## src/rtl/ariane_pkg.sv

```systemverilog
// Shared frontend types used by the return-address-stack controller.
package ariane_pkg;

    // Return-address stack entry as presented by the RAS top-of-stack port.
    typedef struct packed {
        logic        valid;
        logic [63:0] ra;
    } ras_t;

endpackage

```

## src/rtl/ras_ctrl.sv

```systemverilog
// ras_ctrl: sequences call/return events into exclusive push/pop strobes for
// the return-address stack, tracks occupancy, drains the stack on flush and
// returns a registered return-address prediction.
// Optional feature macro: RAS_CTRL_COROUTINE_EN (two-cycle call+return).
module ras_ctrl #(
    parameter int unsigned DEPTH = 2,
    parameter int unsigned CNT_W = $clog2(DEPTH + 1)
) (
    input  logic               clk_i,
    input  logic               rst_ni,
    input  logic               req_valid_i,
    output logic               req_ready_o,
    input  logic               req_call_i,
    input  logic               req_ret_i,
    input  logic [63:0]        req_link_i,
    input  logic               flush_i,
    output logic               ras_push_o,
    output logic               ras_pop_o,
    output logic [63:0]        ras_data_o,
    input  ariane_pkg::ras_t   ras_top_i,
    output logic               pred_valid_o,
    output logic [63:0]        pred_ra_o,
    output logic [CNT_W-1:0]   occupancy_o,
    output logic               overflow_o,
    output logic               underflow_o
);

    localparam logic [CNT_W-1:0] DEPTH_C = CNT_W'(DEPTH);
    localparam logic [CNT_W-1:0] ONE_C   = CNT_W'(1);

    typedef enum logic [1:0] {
        IDLE  = 2'd0,
        FLUSH = 2'd1
`ifdef RAS_CTRL_COROUTINE_EN
        ,
        CORO  = 2'd2
`endif
    } state_e;

    state_e            state_q, state_d;
    logic [CNT_W-1:0]  cnt_q, cnt_d;
    logic              pred_valid_q, pred_valid_d;
    logic [63:0]       pred_ra_q, pred_ra_d;
    logic              ovf_q, ovf_d;
    logic              unf_q, unf_d;
`ifdef RAS_CTRL_COROUTINE_EN
    logic [63:0]       link_q, link_d;
`endif

    // Ready only in IDLE and never in a flush cycle.
    always_comb begin
        req_ready_o = (state_q == IDLE) && !flush_i;
    end

    // Next-state, occupancy, strobes and registered-flag inputs.
    always_comb begin
        state_d      = state_q;
        cnt_d        = cnt_q;
        ras_push_o   = 1'b0;
        ras_pop_o    = 1'b0;
        ras_data_o   = '0;
        pred_valid_d = 1'b0;
        pred_ra_d    = pred_ra_q;
        ovf_d        = 1'b0;
        unf_d        = 1'b0;
`ifdef RAS_CTRL_COROUTINE_EN
        link_d       = link_q;
`endif
        unique case (state_q)
            IDLE: begin
                if (flush_i) begin
                    if (cnt_q != '0) state_d = FLUSH;
                end else if (req_valid_i) begin
                    if (req_ret_i) begin
                        // Return (alone or first half of call+return).
                        if (cnt_q != '0) begin
                            ras_pop_o    = 1'b1;
                            cnt_d        = cnt_q - ONE_C;
                            pred_valid_d = ras_top_i.valid;
                            pred_ra_d    = ras_top_i.ra;
                        end else begin
                            unf_d     = 1'b1;
                            pred_ra_d = '0;
                        end
`ifdef RAS_CTRL_COROUTINE_EN
                        if (req_call_i) begin
                            link_d  = req_link_i;
                            state_d = CORO;
                        end
`endif
                    end else if (req_call_i) begin
                        ras_push_o = 1'b1;
                        ras_data_o = req_link_i;
                        if (cnt_q == DEPTH_C) ovf_d = 1'b1;
                        else                  cnt_d = cnt_q + ONE_C;
                    end
                end
            end
`ifdef RAS_CTRL_COROUTINE_EN
            CORO: begin
                // A flush here drops the pending push of the captured link.
                if (flush_i) begin
                    state_d = (cnt_q != '0) ? FLUSH : IDLE;
                end else begin
                    ras_push_o = 1'b1;
                    ras_data_o = link_q;
                    if (cnt_q == DEPTH_C) ovf_d = 1'b1;
                    else                  cnt_d = cnt_q + ONE_C;
                    state_d = IDLE;
                end
            end
`endif
            FLUSH: begin
                if (cnt_q != '0) begin
                    ras_pop_o = 1'b1;
                    cnt_d     = cnt_q - ONE_C;
                    if (cnt_q == ONE_C) state_d = IDLE;
                end else begin
                    state_d = IDLE;
                end
            end
            default: state_d = IDLE;
        endcase
    end

    // State, occupancy and registered prediction/flag outputs.
    always_ff @(posedge clk_i or negedge rst_ni) begin
        if (!rst_ni) begin
            state_q      <= IDLE;
            cnt_q        <= '0;
            pred_valid_q <= 1'b0;
            pred_ra_q    <= '0;
            ovf_q        <= 1'b0;
            unf_q        <= 1'b0;
`ifdef RAS_CTRL_COROUTINE_EN
            link_q       <= '0;
`endif
        end else begin
            state_q      <= state_d;
            cnt_q        <= cnt_d;
            pred_valid_q <= pred_valid_d;
            pred_ra_q    <= pred_ra_d;
            ovf_q        <= ovf_d;
            unf_q        <= unf_d;
`ifdef RAS_CTRL_COROUTINE_EN
            link_q       <= link_d;
`endif
        end
    end

    assign pred_valid_o = pred_valid_q;
    assign pred_ra_o    = pred_ra_q;
    assign occupancy_o  = cnt_q;
    assign overflow_o   = ovf_q;
    assign underflow_o  = unf_q;

endmodule

```

## config.mk

```make
export PLATFORM = sky130hd
export DESIGN_NAME = ras_ctrl
export DESIGN_NICKNAME = d
export VERILOG_FILES = /design/src/rtl/ariane_pkg.sv /design/src/rtl/ras_ctrl.sv
export SDC_FILE = /design/constraint.sdc
export NUM_CORES = 1
export LEC_CHECK = 0
export ABC_AREA = 1
export CELL_PAD_IN_SITES_DETAIL_PLACEMENT = 1
export CELL_PAD_IN_SITES_GLOBAL_PLACEMENT = 1
export CORE_UTILIZATION = 23
export CTS_CLUSTER_SIZE = 16
export DETAILED_ROUTE_END_ITERATION = 8
export HOLD_SLACK_MARGIN = 0.1
export MAX_ROUTING_LAYER = met4
export PLACE_DENSITY_LB_ADDON = 0.1
export SYNTH_ARGS = -nofsm -noshare
export SYNTH_HDL_FRONTEND = slang
export SYNTH_SLANG_ARGS = --single-unit
export TNS_END_PERCENT = 1
```

## constraint.sdc

```tcl
create_clock -name clk_i -period 1.9 [get_ports clk_i]
set_input_delay 0.38 -clock clk_i [delete_from_list [all_inputs] [get_ports clk_i]]
set_output_delay 0.38 -clock clk_i [all_outputs]
set_load 0.005 [all_outputs]
```

## Word-level counts from Yosys, hierarchy flattened

Index checks and enable logic that the tools add are counted.

- Register bits after elaboration: 71
- Output and inout bits: 136
- Logic and storage cells: 71

- Add/subtract/negate cells: 2
- Equal/unequal tests: 10
- Multiplexer cells: 44
- Bitwise gates (word level): 1
- Reductions and logical operators: 8

Operators by type and width:

| operator | count |
|---|---|
| 64-bit 2-to-1 mux | 6 |
| 1-bit 2-to-1 mux | 25 |
| 2-bit 2-to-1 mux | 10 |
| 3-bit inequality test, second input constant | 3 |
| 2-bit case mux with 2 select lines | 2 |
| 2-bit inequality test, second input constant | 3 |
| 5-bit AND reduction | 1 |
| 2-bit by 1-bit == test with 1-bit output, second input constant | 2 |
| 4-bit AND reduction | 1 |
| 2-bit nonzero test | 2 |
| 3-bit AND reduction | 1 |
| 2-bit by 1-bit adder with 2-bit output, second input constant | 1 |
| 2-bit == test, second input constant | 1 |
| 2-bit zero test | 1 |
| 2-bit by 1-bit inequality test with 1-bit output, second input constant | 1 |
| 1-bit case mux with 2 select lines | 1 |
| 2-bit by 1-bit subtractor with 2-bit output, second input constant | 1 |
| 1-bit logical AND | 1 |
| 1-bit zero test | 1 |
| 1-bit NOT | 1 |

## Longest topological paths before layout

- Word-level depth: 7
- Depth in mapped cells: 9
- Depth with buffers taken out: 9

## Worst setup path before layout

Ideal clock, no wire load.

- Kind: register to output
- Start point: register state_q[0]
- End point: output ras_data_o[26]
- Arrival: 1130 ps
- Required time: 1520 ps
- Setup slack: 390 ps
- Cell stages (with the launch flop): 6
- Buffers on the path: 2
- Path through: dfrtp_1 -> nor2_2 -> nand4_1 -> buf_2 -> buf_2 -> nor2_1

- Word-level cells in the longest chain between the ends: 2

RTL lines:

| what | RTL line | source |
|---|---|---|
| from (decl) | ras_ctrl.sv:40 | `state_e state_q, state_d;` |
| from (signal assigned) | ras_ctrl.sv:139 | `state_q <= state_d;` |
| 2-bit zero test | ras_ctrl.sv:69 | `unique case (state_q)` |
| 64-bit 2-to-1 mux | ras_ctrl.sv:69 |  |
| to (decl) | ras_ctrl.sv:19 | `output logic [63:0] ras_data_o,` |

No other way between the ends.

## Worst setup path after layout

- Start point: register state_q[0]
- End point: output ras_data_o[24]

Same word-level chain as after synthesis.

==> impl_results.md <==
- Min-delay src: pred_ra_o[27]
- RSZ-0062 raised after global routing: true
- Buf/Inv on CP: 3
- DRC: 0
- Reg2Reg Setup Slack: about 210 ps
- Post-Syn Area: roughly 3300 µm²
- Die height: about 120 µm
- Ys Warns: 0
- Vias in the first global route: around 3900
- FF+latch area: roughly 1800 µm²
- Cell Chain, Critical Path: nor2_2 > nand4_1 > buf_6 > clkbuf_16 > nor2_1 > buf_2
- FF-to-FF End: pred_ra_o[11]
- R2r worst-path depth: 7
- Worst-path fanout max: 8
- Sequential power share: 0.349
- DP Wirelength: 10200 µm
- Num CTS Buffers: 9
- Setup violators final: 64
- Drt initial violations: 78
- Row Count: 43
- Violated checks: setup timing
- Status: finished, violations left
- Critical Path End Type: primary output
- Final setup margin: -121 ps
- Unique cell type count in the Yosys netlist: 16
- Pre-CTS setup slack: -472 ps
- Worst path depth: 6
- FILL cells: 1672
- Critical path class: reg -> out
- Vias per std cell: slightly above 4
- Area grow syn2layout: 103%
- Die area: around 15000 µm²
- Crit-path max cell delay: approximately 400 ps
- Fin nets: 890
- ANT nets after route: 0
- Worst hold path class: reg -> reg
- Starting density of the core: 0.238
- Initial antenna violation count: 0
- Final period utilization: 1.06
- Fin crit period: between 2000 and 2500 ps
- Clock Skews: ~4.6 ps
- Max-slew headroom: 0.655
- Slew Limit Fails: 0
- Yosys reg bits: 70
- Max Cap Viol: 0
- Mapped Avg Cell Area: roughly 7.3 µm²
- Pwr/cell area: 1050 nW/µm²
- CP max stage cell: dfrtp_1
- Maximum clock path buffer count: 2
- H-Tree Depth: 3
- Min Hold Slack: roughly 470 ps
- R2r startpoint: state_q[0]
- Crit path required time: 1520 ps
- Number of port buffers: between 200 and 300
- Ys flop type: dfrtp_1
- Clock transition at path regs: around 50 ps
- Commonest non-fill, non-tap cells in the layout: nand2_1 (209), clkdlybuf4s50_1 (198), inv_1 (73)
- Grt total ovfl: 0
- Layout cell share with drive strength beyond 1: 0.228
- Clk pwr share: 0.243
- Critical Path Source: state_q[0]
- CORE AREA: 14000 µm²
- Critical Path Start Type: flop
- Post-layout util: 0.483
- Fmax: 495 MHz
- Multi-input gate area: 1390 µm²
- Fin Setup TNS: -2710 ps
- Commonest non-fill, non-tap cell in the layout: nand2_1
- I/O pin count: about 270
- DRT Pass-1 Iters: 4
- CP top delay family: buffers and inverters
- CTS tree: built
- Peak supply drop: around 0.00063 V
- Sw Share: 0.296
- Largest net degree at the start of global routing: 71
- Critical path endpoint: ras_data_o[24]
- Overall Global Routing Usage: 0.185
- CTS sink cnt: 70
- Root buf cell: clkbuf_16
- Hold Vio Cnt, Final: 0
- Worst-Skew Late Latency: roughly 330 ps
- Placer Congestion: 0.733
- Synthesized Nets: slightly below 600
- Post-synthesis sequential area ratio: 0.527
- Power Internal: approximately 5000 µW
- Post-synth EDFFs: 0
- Slew @ Worst Pin: slightly above 500 ps
- Critical Path AT: around 1600 ps
- Leakage: around 0.0037 µW
- Avg WL per Cell: approximately 15 µm
- Async SR Flop Fraction: 1.00
- Vias: between 3000 and 4000
- Antenna Cells: 0
- Die width: around 120 µm
- P_sw: approximately 2100 µW
- Wire length of the first global-routing pass: approximately 20000 µm
- WL final: 14300 µm
- Synth Instances: approximately 460
- Comb pwr share: 0.408
==> per-stage QoR <==
step	cell area (µm²)	instances	power, µW
after floorplan	3320	455	3280
after global placement	6310	903	5250
after detailed placement	6310	903	5320
after CTS	6570	928	7130
after global routing	6750	933	7540
final	6750	933	7050
==> power by group through the flow <==
stage / sequential (µW) / combinational, µW / clock (µW)
global route: 2550 / 3170 / 1820
finish: 2460 / 2880 / 1710
global placement: 2450 / 2790 / 0
detailed placement: 2480 / 2840 / 0
CTS: 2470 / 2890 / 1760
floorplan: 2530 / 750 / 0
==> how the worst min path moves through the flow <==
stage                           endpoint  cells after the start
after floorplan           occupancy_o[0]                      0
after global placement      pred_ra_o[4]                      2
after detailed placement    pred_ra_o[4]                      2
after CTS                  pred_ra_o[27]                      2
after global routing       pred_ra_o[47]                      2
final                      pred_ra_o[27]                      2
==> flip-flops by register name, indices dropped and copies added (netlist names) <==
name          cells
pred_ra_o        64
state_q           1
underflow_o       1
pred_valid_o      1
occupancy_o       2
overflow_o        1
==> worst register-to-register path: cells and delay by family, from the launching register on <==
| kind | cells | cell delay (ps) |
|---|---|---|
| buf+inv | 3 | 970 |
| simple gates | 4 | 300 |
| flops | 1 | 370 |
==> cells in the mapped netlist (2+ instances only) <==
master,count,area (µm²)
nor2_2,2,12.5
o21ai_0,2,10.0
inv_1,73,274
nor2_1,67,251
clkbuf_1,4,15.0
dfrtp_1,70,1750
buf_4,5,37.5
nand2_1,209,785
ha_1,6,75.1
buf_2,11,55.1
==> layout make-up <==
| class | count | share of cell area |
|---|---|---|
| flip-flops and latches | 70 | 0.259 |
| clock buffers | 12 | 0.0380 |
| multi-input cells | 292 | 0.206 |
| repair buffers | 303 | 0.416 |
| inverters | 73 | 0.0406 |
| well taps | 180 | 0.0334 |
| clock inverters | 3 | 0.00649 |
==> per-layer routing <==
metal,vias up,wire [µm],global-route usage
met5,-,0,-
met4,0,182,0.0465
met3,14,1120,0.0571
met2,159,7570,0.322
met1,1784,5450,0.205
li1,1880,-,-
==> logic make-up (layout without fill, tap and decap cells) <==
kind of cell / after synthesis / after routing / share of synthesized area
compound gates: 4 / 4 / 0.00716
fa+ha+maj: 6 / 6 / 0.0226
simple gates: 282 / 282 / 0.328
buf+inv: 93 / 391 / 0.115
flops: 70 / 70 / 0.527
==> timing repair <==
action	CTS	global route
pin swaps	2	2
endpoints found under the setup margin	69	67
cloned	2	5
hold buffers	1	0
gates resized for setup	299	45
hold endpoints to repair	70	0
buffers inserted	7	1
No activity file was read; power rests on OpenSTA's default activity.
